`src/rtl/cycle_sequencer.sv`:
```
// cycle_sequencer: fetch/decode/exec/mem/wb instruction-cycle controller with retire counter.
// Optional memory-wait timeout fault compiled in with CYCLE_SEQ_TIMEOUT_EN.
module cycle_sequencer #(
    parameter int TIMEOUT_CYCLES = 15,
    parameter int CNT_W          = 16
) (
    input  logic             clk,
    input  logic             reset,
    input  logic             mem_ack,
    input  logic             op_mem,
    input  logic             op_store,
    input  logic             op_wb,
    input  logic             op_halt,
    output logic [2:0]       icycle,
    output logic             mem_req,
    output logic             mem_we,
    output logic             ir_load,
    output logic             dec_en,
    output logic             alu_en,
    output logic             reg_we,
    output logic             halted,
    output logic             fault,
    output logic [CNT_W-1:0] instr_count
);
    typedef enum logic [2:0] {
        FETCH  = 3'd0,
        DECODE = 3'd1,
        EXEC   = 3'd2,
        MEM    = 3'd3,
        WB     = 3'd4,
        HALT   = 3'd7
    } state_t;

    state_t st, nxt;
    logic   mem_q, store_q, wb_q;
    logic   waiting, retire, timeout;

    assign waiting = (st == FETCH) || (st == MEM);

    always_comb begin
        nxt = st;
        case (st)
            FETCH:   nxt = mem_ack ? DECODE : FETCH;
            DECODE:  nxt = op_halt ? HALT : EXEC;
            EXEC:    nxt = mem_q ? MEM : wb_q ? WB : FETCH;
            MEM:     nxt = !mem_ack ? MEM : wb_q ? WB : FETCH;
            WB:      nxt = FETCH;
            default: nxt = HALT;
        endcase
        if (timeout) nxt = HALT;
    end

    assign retire = (nxt == FETCH) && ((st == EXEC) || (st == MEM) || (st == WB));

    always_ff @(posedge clk or negedge reset) begin
        if (!reset) begin
            st          <= FETCH;
            mem_q       <= 1'b0;
            store_q     <= 1'b0;
            wb_q        <= 1'b0;
            instr_count <= '0;
        end else begin
            st <= nxt;
            if (st == DECODE) {mem_q, store_q, wb_q} <= {op_mem, op_store, op_wb};
            if (retire) instr_count <= instr_count + 1'b1;
        end
    end

`ifdef CYCLE_SEQ_TIMEOUT_EN
    localparam int WAIT_W = $clog2(TIMEOUT_CYCLES + 1);
    localparam logic [WAIT_W-1:0] LIMIT = WAIT_W'(TIMEOUT_CYCLES);

    logic [WAIT_W-1:0] wait_q;
    logic              fault_q;

    assign timeout = waiting && !mem_ack && (wait_q == LIMIT);

    // Any state change (including the timeout itself) restarts the count.
    always_ff @(posedge clk or negedge reset) begin
        if (!reset) begin
            wait_q  <= '0;
            fault_q <= 1'b0;
        end else begin
            wait_q <= (waiting && !mem_ack && nxt == st) ? wait_q + 1'b1 : '0;
            if (timeout) fault_q <= 1'b1;
        end
    end

    assign fault = fault_q;
`else
    assign timeout = 1'b0;
    assign fault   = 1'b0;
`endif

    assign icycle  = st;
    assign mem_req = waiting;
    assign mem_we  = (st == MEM) && store_q;
    // Gated by reset so every non-request output is quiet while reset is held.
    assign ir_load = (st == FETCH) && mem_ack && reset;
    assign dec_en  = st == DECODE;
    assign alu_en  = st == EXEC;
    assign reg_we  = st == WB;
    assign halted  = st == HALT;
endmodule

```
`config.mk`:
```
export PLATFORM = sky130hd
export DESIGN_NAME = cycle_sequencer
export DESIGN_NICKNAME = d
export VERILOG_FILES = /design/src/rtl/cycle_sequencer.sv
export SDC_FILE = /design/constraint.sdc
export NUM_CORES = 1
export LEC_CHECK = 0
export ABC_CLOCK_PERIOD_IN_PS = 1700
export CAP_MARGIN = 5
export CORE_MARGIN = 2
export CORE_UTILIZATION = 30
export DETAILED_ROUTE_END_ITERATION = 10
export SYNTH_ARGS = -nofsm -noshare
export SYNTH_HDL_FRONTEND = slang
export SYNTH_SLANG_ARGS = --single-unit
```
`constraint.sdc`:
```
create_clock -name clk -period 1.7 [get_ports clk]
set_input_delay 0.17 -clock clk [delete_from_list [all_inputs] [get_ports clk]]
set_output_delay 0.17 -clock clk [all_outputs]
set_load 0.05 [all_outputs]
```
-- After elaboration in Yosys (flattened, before gate mapping)
Cells that the tools add are included.
- register bits after elaboration: 22
- input bits: 7
- logic and storage cells: 26
- add/sub/neg operators: 1
- equal/unequal tests: 5
- multiplexer cells: 6
- reductions and logical operators: 9
- operators with widths (kind ; number):
    $add 16x1->16 const B ; 1
    $pmux 3 s5 ; 1
    $mux 3 ; 4
    $eq 3x2->1 const B ; 2
    $eq 3x3->1 const B ; 2
    $logic_not 3->1 ; 2
    $logic_and 1x1->1 ; 4
    $eq 3x1->1 const B ; 1
    $logic_or 1x1->1 ; 3
    $mux 1 ; 1

-- Logic depth before layout (Yosys ltp)
- depth after elaboration: 5
- mapped depth: 7

-- Worst setup path before layout
Ideal clock, no wire load.
- path kind: register -> output
- from: register st[1] (netlist: icycle[1])
- to: output mem_we
- arrival: 2090 ps
- slack: -560 ps
- cell stages (with the launch flop): 4
- path buffers: 1
- path through: dfrtp_1 buf_6 nand2_1 nor3b_1
- cells in the longest elaborated chain, start to end: 2
- ends and longest elaborated chain (item ; line ; RTL):
    from (decl) ; 34 ; state_t st, nxt;
    from (signal assigned) ; 63 ; st <= nxt;
    $eq 3x2->1 ; 97 ; assign mem_we = (st == MEM) && store_q;
    $logic_and 1x1->1 ; 97 ;
    to (decl) ; 16 ; output logic mem_we,
Every way passes these cells.

-- Final worst setup path
- from: register st[1] (netlist: icycle[1])
- to: output dec_en
- cells in the longest elaborated chain, start to end: 1
- ends and longest elaborated chain (item ; line ; RTL):
    $eq 3x1->1 ; 100 ; assign dec_en = st == DECODE;
    to (decl) ; 18 ; output logic dec_en,
Every way passes these cells.

==> impl_metrics.prom <==
# TYPE chip_impl_metric gauge
chip_impl_metric{name="post_route_cells_drive_above_1_share",unit="%"} 39.9
chip_impl_metric{name="power.internal",unit="W"} 0.000961
chip_impl_metric{name="synth_top_cell_area_share",unit="%"} 47.0
chip_impl_metric{name="synthesis.instances",unit=""} 106
chip_impl_metric{name="detail_route.vias_per_cell",unit=""} 4.60
chip_impl_metric{name="fin_area",unit="sq mm"} 0.00172
chip_impl_metric{name="gp_routability_congestion",unit=""} 0.762
chip_impl_metric{name="syn-num-nets",unit=""} 114
chip_impl_metric{name="clkTransAtPathRegs",unit="ns"} 0.08
chip_impl_metric{name="netSwitchingPower",unit="W"} 0.000465
chip_impl_metric{name="core_area",unit="sq mm"} 0.00372
chip_impl_metric{name="die-area",unit="sq mm"} 0.00442
chip_impl_metric{name="period_share",unit="%"} 95.5
chip_impl_metric{name="final_hold_viol_count",unit=""} 0
chip_impl_info{name="library_cell_occupying_the_most_area_in_the_post_synthesis_netlist",value="sky130_fd_sc_hd__dfrtp_1"} 1
chip_impl_info{name="crit-reg2reg-capture",value="instr_count[7]$_DFFE_PN0P_"} 1
chip_impl_info{name="timing.critical_path.slowest_stage_cell",value="sky130_fd_sc_hd__dfrtp_2"} 1
chip_impl_metric{name="top_level_ports",unit=""} 34
chip_impl_metric{name="critPathMaxFanout",unit=""} 10
chip_impl_metric{name="wl_per_cell",unit="um"} 13.1
chip_impl_metric{name="grt_pass1_vias",unit=""} 902
chip_impl_info{name="synth_ff_type",value="sky130_fd_sc_hd__dfrtp_1"} 1
chip_impl_metric{name="max-cap-violations",unit=""} 0
chip_impl_info{name="tritoncts",value="done"} 1
chip_impl_metric{name="antenna_cells_inserted",unit=""} 0
chip_impl_metric{name="power_switching_share",unit="%"} 32.6
chip_impl_metric{name="combinationalPowerShare",unit="%"} 27.9
chip_impl_metric{name="layout_min_cycle_time",unit="ns"} 1.62
chip_impl_metric{name="overflow",unit=""} 0
chip_impl_metric{name="remaining_drc_errors",unit=""} 0
chip_impl_metric{name="timing.critical_path.arrival",unit="ns"} 1.45
chip_impl_metric{name="timing.critical_path.slowest_cell_delay",unit="ns"} 0.43
chip_impl_metric{name="detailed_place.area",unit="sq mm"} 0.00166
chip_impl_metric{name="cellLeakagePower",unit="nW"} 0.800
chip_impl_metric{name="worst_ir_drop_vdd",unit="mV"} 0.364
chip_impl_info{name="critical_path.startpoint",value="icycle[1]$_DFF_PN0_"} 1
chip_impl_metric{name="fin_ws",unit="ns"} 0.0761
chip_impl_metric{name="logic_depth_of_the_worst_setup_path_including_buffers",unit=""} 4
chip_impl_info{name="critical_path.endpoint",value="dec_en"} 1
chip_impl_metric{name="global_route_wire_length_before_repair",unit="mm"} 4.29
chip_impl_metric{name="synth_edf_count",unit=""} 0
chip_impl_metric{name="route.vias.total",unit=""} 902
chip_impl_metric{name="p_per_area",unit="mW/mm^2"} 827
chip_impl_metric{name="fp-row-count",unit=""} 22
chip_impl_info{name="hold_path.class",value="in2async"} 1
chip_impl_metric{name="layout.filler_cells",unit=""} 355
chip_impl_metric{name="clock_power_share",unit="%"} 26.3
chip_impl_metric{name="detailedPlacementHpwl",unit="mm"} 1.97
chip_impl_metric{name="initialDrtViolationCount",unit=""} 45
chip_impl_info{name="crit_family",value="flip-flops"} 1
chip_impl_info{name="status",value="finished, final reports clean"} 1
chip_impl_metric{name="cts_post_setup_buffers_inserted",unit=""} 0
chip_impl_metric{name="hold-worst-slack",unit="ns"} 0.290
chip_impl_metric{name="overall_global_routing_resource_usage",unit="%"} 12.8
chip_impl_metric{name="die_height",unit="um"} 66.5
chip_impl_metric{name="die_width",unit="um"} 66.5
chip_impl_info{name="cp-end-kind",value="output pin"} 1
chip_impl_metric{name="regToRegSetupSlack",unit="ns"} 0.10
chip_impl_info{name="ys_top_cells_by_area",value="sky130_fd_sc_hd__dfrtp_1 (47%), sky130_fd_sc_hd__xor2_1 (7.5%), sky130_fd_sc_hd__nand2_1 (3.8%), sky130_fd_sc_hd__xnor2_1 (3.7%), sky130_fd_sc_hd__buf_6 (2.9%)"} 1
chip_impl_metric{name="setup_viol",unit=""} 0
chip_impl_metric{name="postSynthRegisterBits",unit=""} 22
chip_impl_info{name="timing.critical_path.cells",value="buf_4 > nand2b_1 > nor2_4 > buf_12"} 1
chip_impl_metric{name="detailedRoute.firstPassIterationCount",unit=""} 4
chip_impl_info{name="mostFrequentLayoutCell",value="sky130_fd_sc_hd__buf_4"} 1
chip_impl_info{name="top_library_cells_by_usage_in_the_layout_fill_and_taps_aside",value="sky130_fd_sc_hd__buf_4 (28), sky130_fd_sc_hd__dfrtp_1 (20), sky130_fd_sc_hd__nand2_1 (12)"} 1
chip_impl_metric{name="synth.yosys.warnings",unit=""} 0
chip_impl_metric{name="timing_max_transition_violations_final",unit=""} 0
chip_impl_metric{name="clock_path_buffers",unit=""} 2
chip_impl_metric{name="start_util",unit="%"} 31.5
chip_impl_metric{name="htree_num_levels",unit=""} 1
chip_impl_metric{name="power_frac_seq",unit="%"} 45.8
chip_impl_info{name="cp-start-kind",value="register"} 1
chip_impl_metric{name="wirelength",unit="mm"} 2.56
chip_impl_metric{name="postSynth.asyncResetShare",unit="%"} 100
chip_impl_metric{name="number_of_antenna_violations_at_the_first_check_in_global_routing",unit=""} 0
chip_impl_metric{name="syn-cell-area",unit="sq mm"} 0.00117
chip_impl_metric{name="route.antenna.remaining_nets",unit=""} 0
chip_impl_metric{name="post-place-ws",unit="ns"} -0.113
chip_impl_metric{name="synth-seq-area-share",unit="%"} 47.0
chip_impl_metric{name="resized_cells_post_cts",unit=""} 0
chip_impl_metric{name="r2r.worst_path.cells",unit=""} 4
chip_impl_info{name="timing_worst_setup_path_type",value="reg2out"} 1
chip_impl_metric{name="holdBufCountCts",unit=""} 0
chip_impl_metric{name="required",unit="ns"} 1.53
chip_impl_info{name="worst_r2r_startpoint",value="icycle[0]$_DFF_PN0_"} 1
chip_impl_metric{name="syn_area_per_cell",unit="sq um"} 11.1
chip_impl_metric{name="synth.distinct_cells",unit=""} 33
chip_impl_metric{name="layout-area-overhead-vs-synth",unit="%"} 47.0
chip_impl_metric{name="worst_skew_pair_latency",unit="ns"} 0.26
chip_impl_metric{name="final_nets",unit=""} 157
chip_impl_metric{name="cts_made_buffers",unit=""} 3
chip_impl_metric{name="grt_start_max_net_pins",unit=""} 23
chip_impl_metric{name="critical_path_buf_inv_count",unit=""} 2
chip_impl_info{name="clock-root-buffer",value="sky130_fd_sc_hd__clkbuf_8"} 1
chip_impl_metric{name="io_buffers",unit=""} 32
chip_impl_metric{name="achievable-frequency",unit="GHz"} 0.616
chip_impl_metric{name="finalClockSkew",unit="ns"} 0.00363
chip_impl_metric{name="clock_sinks",unit=""} 22
-- power groups by stage --
stage / sequential, W / combinational [W] / clock [W]
2_1_floorplan: 0.000779 / 0.000127 / 0
3_3_place_gp: 0.000660 / 0.000394 / 0
3_5_place_dp: 0.000664 / 0.000400 / 0
4_1_cts: 0.000655 / 0.000402 / 0.000381
5_1_grt: 0.000666 / 0.000425 / 0.000411
6_report: 0.000653 / 0.000398 / 0.000375
-- how the worst min path moves through the flow --
stage	to	slack (ns)	cells past startpoint
4_1_cts	icycle[1]$_DFF_PN0_	0.30	2
2_1_floorplan	icycle[0]$_DFF_PN0_	-0.13	0
6_report	instr_count[6]$_DFFE_PN0P_	0.29	2
5_1_grt	instr_count[8]$_DFFE_PN0P_	0.32	2
3_5_place_dp	instr_count[15]$_DFFE_PN0P_	0.48	1
3_3_place_gp	instr_count[15]$_DFFE_PN0P_	0.46	1
-- final cells by class --
type	count	area, sq um	area share (%)
Tap cell	48	60.1	3.49
Sequential cell	22	553	32.1
Inverter	3	11.3	0.654
Clock buffer	4	55.1	3.20
Multi-Input combinational cell	76	603	35.0
Timing Repair Buffer	43	440	25.6
-- cell usage after synthesis, drive strengths merged, types with 2 or more instances --
cell type	number
nand3	4
inv	3
buf	4
mux2i	2
nor4b	2
dfrtp	22
nand2b	2
xor2	10
xnor2	5
a21oi	4
nor3b	2
nand2	12
mux2	3
nor3	6
nor2	7
nor4	3
nand4	4
-- kinds of logic after synthesis --
kind of cell	Yosys count	share of synthesized area (%)
simple gates	45	23.9
flops	22	47.0
buf+inv	8	4.80
mux	5	5.66
other cells	1	0.320
fa+ha+maj	1	1.07
xor+xnor	15	11.2
compound gates	9	6.08
-- per-layer routing --
layer  GRT usage [%]  up-vias  share of wire, %
li1                -      445                 -
met1            17.2      441                46
met4            5.10        0               1.1
met2            20.3       14                50
met5               0        -                 0
met3            2.53        2               2.9
-- worst reg2reg max path: stages (launching register included) --
cell and delay (ns):
sky130_fd_sc_hd__dfrtp_2 0.44, sky130_fd_sc_hd__mux2i_4 0.28, sky130_fd_sc_hd__a31oi_4 0.21, sky130_fd_sc_hd__nor4b_1 0.44
sky130_fd_sc_hd__xor2_1 0.17
-- flip-flops by register name, indices dropped and copies added (netlist names) --
name         cells
icycle           3
instr_count     16
mem_q            1
store_q          1
wb_q             1
-- stage by stage --
stage          setup TNS [ns]  std cells  utilization [%]  power [W]
3_3_place_gp          -0.0226        192             44.7    0.00105
5_1_grt               -0.0142        196             46.4    0.00150
4_1_cts                     0        196             46.2    0.00144
6_report                    0        196             46.4    0.00143
2_1_floorplan           -1.40        106                -   0.000906
3_5_place_dp           -0.227        192             44.7    0.00106
No activity file was read; power rests on OpenSTA's default activity.
